$ cat config.mk
export PLATFORM = sky130hd
export DESIGN_NAME = dmem_arbiter
export DESIGN_NICKNAME = d
export VERILOG_FILES = /design/src/rtl/dmem_arbiter_pkg.sv /design/src/rtl/dmem_arbiter.sv
export SDC_FILE = /design/constraint.sdc
export NUM_CORES = 1
export LEC_CHECK = 0
export CAP_MARGIN = 0
export CORE_AREA = 2 2 162 164
export DETAILED_ROUTE_END_ITERATION = 10
export DIE_AREA = 0 0 164 166
export SLEW_MARGIN = 20
export SYNTH_ARGS = -nofsm -noshare
export SYNTH_HDL_FRONTEND = slang
export SYNTH_SLANG_ARGS = --single-unit
$ cat constraint.sdc
create_clock -name clk -period 4.3 [get_ports clk]
set_clock_uncertainty 0.2 [all_clocks]
set_input_delay 0.86 -clock clk [delete_from_list [all_inputs] [get_ports clk]]
set_output_delay 0.86 -clock clk [all_outputs]
set_load 0.05 [all_outputs]
$ cat src/rtl/dmem_arbiter_pkg.sv
// Shared definitions for the DMEM port arbiter: FSM state encoding and
// DMEM access-size control codes.
package dmem_arbiter_pkg;

    typedef enum logic [1:0] {
        IDLE      = 2'd0,
        DBG_GRANT = 2'd1,
        DBG_ACK   = 2'd2
    } arb_state_t;

    localparam logic [2:0] DMEM_CTRL_BYTE  = 3'b000;
    localparam logic [2:0] DMEM_CTRL_HALF  = 3'b001;
    localparam logic [2:0] DMEM_CTRL_WORD  = 3'b010;
    localparam logic [2:0] DMEM_CTRL_DWORD = 3'b011;

endpackage

$ cat src/rtl/dmem_arbiter.sv
// Shares the single DMEM port between the MEM stage (priority) and a debug
// port; a starvation counter forces a one-cycle debug grant under core load.
module dmem_arbiter
    import dmem_arbiter_pkg::*;
#(
    parameter int unsigned bits            = 64,
    parameter int unsigned addr_width_DMEM = 5,
    parameter int unsigned starve_limit    = 8,
    parameter logic [2:0]  dbg_ctrl        = DMEM_CTRL_DWORD
) (
    input  logic                       clk,
    input  logic                       reset,
    input  logic                       core_req,
    input  logic                       core_we,
    input  logic [2:0]                 core_ctrl,
    input  logic [addr_width_DMEM-1:0] core_addr,
    input  logic [bits-1:0]            core_wdata,
    output logic [bits-1:0]            core_rdata,
    output logic                       core_stall,
    input  logic                       dbg_req,
    input  logic                       dbg_we,
    input  logic [addr_width_DMEM-1:0] dbg_addr,
    input  logic [bits-1:0]            dbg_wdata,
    output logic                       dbg_ack,
    output logic [bits-1:0]            dbg_rdata,
    output logic [addr_width_DMEM-1:0] mem_addr,
    output logic                       mem_we,
    output logic [2:0]                 mem_ctrl,
    output logic [bits-1:0]            mem_wdata,
    input  logic [bits-1:0]            mem_rdata,
    output logic                       busy
);

    localparam int unsigned      CNT_W    = $clog2(starve_limit) + 1;
    localparam logic [CNT_W-1:0] CNT_LAST = CNT_W'(starve_limit - 1);

    arb_state_t       r_state;
    arb_state_t       w_state_nxt;
    logic [CNT_W-1:0] r_starve_cnt;
    logic [bits-1:0]  r_dbg_rdata;
    logic             w_grant;

    always_ff @(posedge clk) begin
        if (reset) begin
            r_state <= IDLE;
        end else begin
            r_state <= w_state_nxt;
        end
    end

    // Counts cycles debug waited behind the core; never exceeds CNT_LAST
    // because reaching it forces the grant.
    always_ff @(posedge clk) begin
        if (reset) begin
            r_starve_cnt <= '0;
        end else if (r_state == IDLE) begin
            if (!dbg_req || w_grant) begin
                r_starve_cnt <= '0;
            end else if (core_req) begin
                r_starve_cnt <= r_starve_cnt + 1'b1;
            end
        end
    end

    always_ff @(posedge clk) begin
        if (reset) begin
            r_dbg_rdata <= '0;
        end else if (r_state == DBG_GRANT) begin
            r_dbg_rdata <= mem_rdata;
        end
    end

    always_comb begin
        w_state_nxt = r_state;
        w_grant     = 1'b0;
        mem_addr    = core_addr;
        mem_we      = core_we & core_req;
        mem_ctrl    = core_ctrl;
        mem_wdata   = core_wdata;
        core_stall  = 1'b0;
        dbg_ack     = 1'b0;

        case (r_state)
            IDLE: begin
                w_grant = dbg_req && (!core_req || (r_starve_cnt == CNT_LAST));
                if (w_grant) begin
                    w_state_nxt = DBG_GRANT;
                end
            end
            DBG_GRANT: begin
                mem_addr    = dbg_addr;
                mem_we      = dbg_we;
                mem_ctrl    = dbg_ctrl;
                mem_wdata   = dbg_wdata;
                core_stall  = core_req;
                w_state_nxt = DBG_ACK;
            end
            DBG_ACK: begin
                dbg_ack     = 1'b1;
                w_state_nxt = IDLE;
            end
            default: begin
                w_state_nxt = IDLE;
            end
        endcase

        // Reset aborts whatever is in flight: no write, stall or ack escapes.
        if (reset) begin
            mem_we     = 1'b0;
            core_stall = 1'b0;
            dbg_ack    = 1'b0;
        end
    end

    assign core_rdata = mem_rdata;
    assign dbg_rdata  = r_dbg_rdata;
    assign busy       = (r_state != IDLE);

endmodule

==> results by stage <==
Floorplan:
- The region available for standard cell placement spans 25,600 µm².
- The overall die area is 27,200 µm².
- The standard-cell row count is 59.
- The floorplan step set the die height to between 150 and 200 µm.
- Measured along the x axis, the die boundary spans between 150 and 200 µm.
- For this configuration, the core starts out at a cell density of between 10% and 20%.
- The count of boundary I/O pins is a little over 400.

Synthesis:
- The most used standard cell by instance count after synthesis is nand2_1.
- In the synthesized netlist the async set-or-reset flop fraction comes to 0%.
- By count the netlist is led by nand2_1 (339), dfxtp_1 (70), buf_4 (69), a21oi_1 (68), buf_2 (18).
- The count of state elements after synthesis is 70.
- The number of warnings issued by yosys is 0.
- Counting every net in the synthesized netlist gives a little over 800.
- Summing the sequential cell areas from Yosys gives between 30% and 40% of the chip area.
- The summed instance area of the synthesized netlist is slightly below 4000 µm².
- By area the synthesized netlist is led by dfxtp_1 (36%), nand2_1 (33%), buf_4 (13%).
- Each instance of the synthesized netlist takes up on average between 6 and 7 µm².
- The fraction of synthesized cell area taken by the top area cell type is approximately 36%.
- The number of enable-type register cells in the synthesized netlist is 0.
- The count of mapped cells out of synthesis is between 600 and 700.
- The library cell occupying the most area in the post-synthesis netlist is dfxtp_1.
- The predominant post-synthesis flop cell is dfxtp_1.
- After synthesis, the netlist uses 23 different library cells.

Worst setup path:
- The number of cells on the worst reg-to-reg path is 5.
- The worst register-to-register path has a setup slack of 2140 ps.
- The critical-path cell with the highest stage delay is clkdlybuf4s50_1.
- The data required time at the worst endpoint is ~3200 ps.
- In this run the critical register-to-register path is launched from r_state[0].
- STA classifies the critical path startpoint as a flip-flop.
- Of all nets on the critical path, the largest fanout is 36.
- STA classifies the critical path endpoint as an output pin.
- Grouping stages by cell kind, the critical path spends the most delay in buffers and inverters.
- The worst flop-to-flop path endpoint is dbg_rdata[47].
- The most frequent cell on the critical path is nand2_1.
- The critical path goes through nand2b_4, buf_4, nand2_1, nand2_1, clkdlybuf4s50_1.
- For this run, the slowest stage of the critical path takes 830 ps.
- The critical path contains buffers and inverters numbering 2 combined.
- STA puts the critical path data arrival time at ~2600 ps.
- The critical path is of the flip-flop to output pin type.

Drt:
- Using the TritonRoute via totals, the vias-per-cell ratio works out to about 3.8.
- The detailed router finished its first iteration with between 200 and 250 violations.
- The total DRC errors in the routed layout is 0.
- The final antenna-violating net count is 0.
- The number of detailed-route iterations in the first pass is 4.
- The final route contains between 4,000 and 5,000 vias.
- In the final routed layout, each cell accounts on average for between 15 and 20 µm.
- For this block, the routed nets add up to 20,500 µm of wire.

Clocking:
- The number of buffers created by CTS is 9.
- The number of hold buffers added after cts is 0.
- The H-tree depth is 3.
- The post-CTS setup buffer count is 0.
- In this run the deepest clock path goes through 2 buffers.
- The tree built by TritonCTS fans out to 70 sinks.
- The post-cts resize count is 0.
- The TritonCTS clock tree is built.
- The cell at the root of the clock tree is clkbuf_16.
- Clock-pin slew was measured on the worst setup and hold paths at approximately 60 ps.
- The source-to-sink clock delay at the later pin of the worst-skew pair is 340 ps.

Hold path:
- The hold path startpoint is dbg_rdata[42].
- The path class of the tightest hold or removal check is flip-flop to flip-flop.
- The worst hold path terminates at dbg_rdata[42].
- The number of stages on the worst hold path is 2.

STA:
- The transition time at the pin with the least slew margin is slightly above 600 ps.
- The share of the cycle needed by the critical path after routing is 85.6%.
- The achievable clock frequency is roughly 270 MHz.
- The final count of pins violating max slew is 0.
- Setup repair after global routing left no endpoint under its margin.
- The final count of negative-setup-slack endpoints is 0.
- The worst relative slew slack is about three fifths.
- The clock period minus worst slack is 3680 ps.
- The worst hold slack is around 250 ps.
- The number of endpoints with negative hold slack in the final report is 0.
- The worst setup margin is 621 ps.
- The post-route setup TNS is 0 ps.

Layout:
- The share of layout cells above drive strength 1 is roughly 3.9%.
- The end-of-flow core utilization is about a third.
- The number of fill cells is approximately 2,700.
- The layout overhead on the synthesized area is 112%.
- Leaving out filler cells and counting taps, the final layout contains 1,281.
- The area of all sequential standard cells is 1400 µm².
- The area occupied by multi-input gates is between 1500 and 2000 µm².
- The design area is between 8000 and 9000 µm².
- In the final design database the tool counted ~1,200 nets.

Place:
- After detailed placement, the design holds a cell count of 1,264.
- After detailed placement, the total cell area comes to slightly below 8000 µm².
- The pre-CTS setup slack is between 600 and 700 ps.
- The final weighted congestion in routability-driven placement is 0.794.
- Port buffering added about 410 buffers.
- After legalization and detailed placement, the total HPWL measured 16,300 µm.

Pwr:
- For this design the static power due to leakage is 3.19 nW.
- The maximum ir drop on the vdd rail is between 0.1 and 0.15 mV.
- The completed layout was analyzed and its total power is about 2.4 mW.
- The ratio of total power to cell area is slightly below 300 nW/µm².

GRT:
- The busiest metal layer after global routing is met2.
- The total global routing track utilization is about 14%.
- For this run, global-route usage on met1 was measured as 17.3%.
- The aggregate global routing overflow is 0.
- The met2 track demand over resource is a little under a quarter.
- The global routing usage on met3 is roughly 4.6%.
- Entering global routing, the biggest net connects 56 pins.
- The first global-routing pass estimated 28,800 µm of wire.
- The via count of the first global-routing pass is ~4,900.
- The number of antenna violations at the first check in global routing came to 2.

Run:
- Across the run, the number of max-cap violations was 0.

Status:
- The run finished with clean final reports.
-- worst max path at each step --
stage | from | cells after the start | to
finish | r_state[1] | 5 | mem_wdata[50]
global route | r_state[1] | 5 | mem_wdata[50]
CTS | r_state[1] | 5 | mem_wdata[50]
detailed placement | core_req | 4 | mem_we
global placement | core_req | 4 | mem_we
floorplan | reset | 3 | dbg_ack
-- state kept, by name (all words and copies together) (netlist names) --
signal / cells
dbg_rdata: 64
r_starve_cnt: 4
r_state: 2
-- power by group --
| part | switching (mW) | total, mW | internal (mW) |
|---|---|---|---|
| logic | 0.574 | 0.951 | 0.377 |
| registers | 0.0111 | 0.680 | 0.669 |
| clock network | 0.320 | 0.778 | 0.457 |
| total | 0.906 | 2.41 | 1.50 |
-- cells in the final DEF (no fill, tap or decap), types with 2 or more instances in the layout --
cell,instances
clkinvlp_4,2
clkdlybuf4s50_1,408
nand4b_1,3
nor2_1,2
clkbuf_16,9
and2_1,3
nand2_1,339
dfxtp_1,70
inv_6,4
nand3_1,3
a21oi_1,68
inv_1,2
buf_4,16
nand2b_1,2
-- area by class of cell --
cell class / instances / share of cell area [%]
Multi-Input combinational cell: 431 / 22.0
Tap cell: 335 / 5.14
Clock buffer: 9 / 2.76
Sequential cell: 70 / 17.2
Timing Repair Buffer: 426 / 51.8
Inverter: 2 / 0.0920
Clock inverter: 7 / 0.981
Antenna cell: 1 / 0.0307
-- worst min-delay path: stages (launching register included) --
cell	delay, ps
dfxtp_1	310
nand2_1	50
a21oi_1	50
-- logic make-up after synthesis --
family | Yosys count | share of synthesized area [%]
buf+inv | 104 | 17.4
flops | 70 | 36.4
compound gates | 71 | 9.52
fa+ha+maj | 1 | 0.325
simple gates | 359 | 36.3
-- layer usage --
layer	part of all wire [%]	vias to the layer above	wire, µm
li1	-	2493	-
met1	43	2182	8870
met2	45	236	9330
met3	9.1	18	1870
met4	2.2	0	455
met5	0	-	0
(Power assumes the default switching activity.)
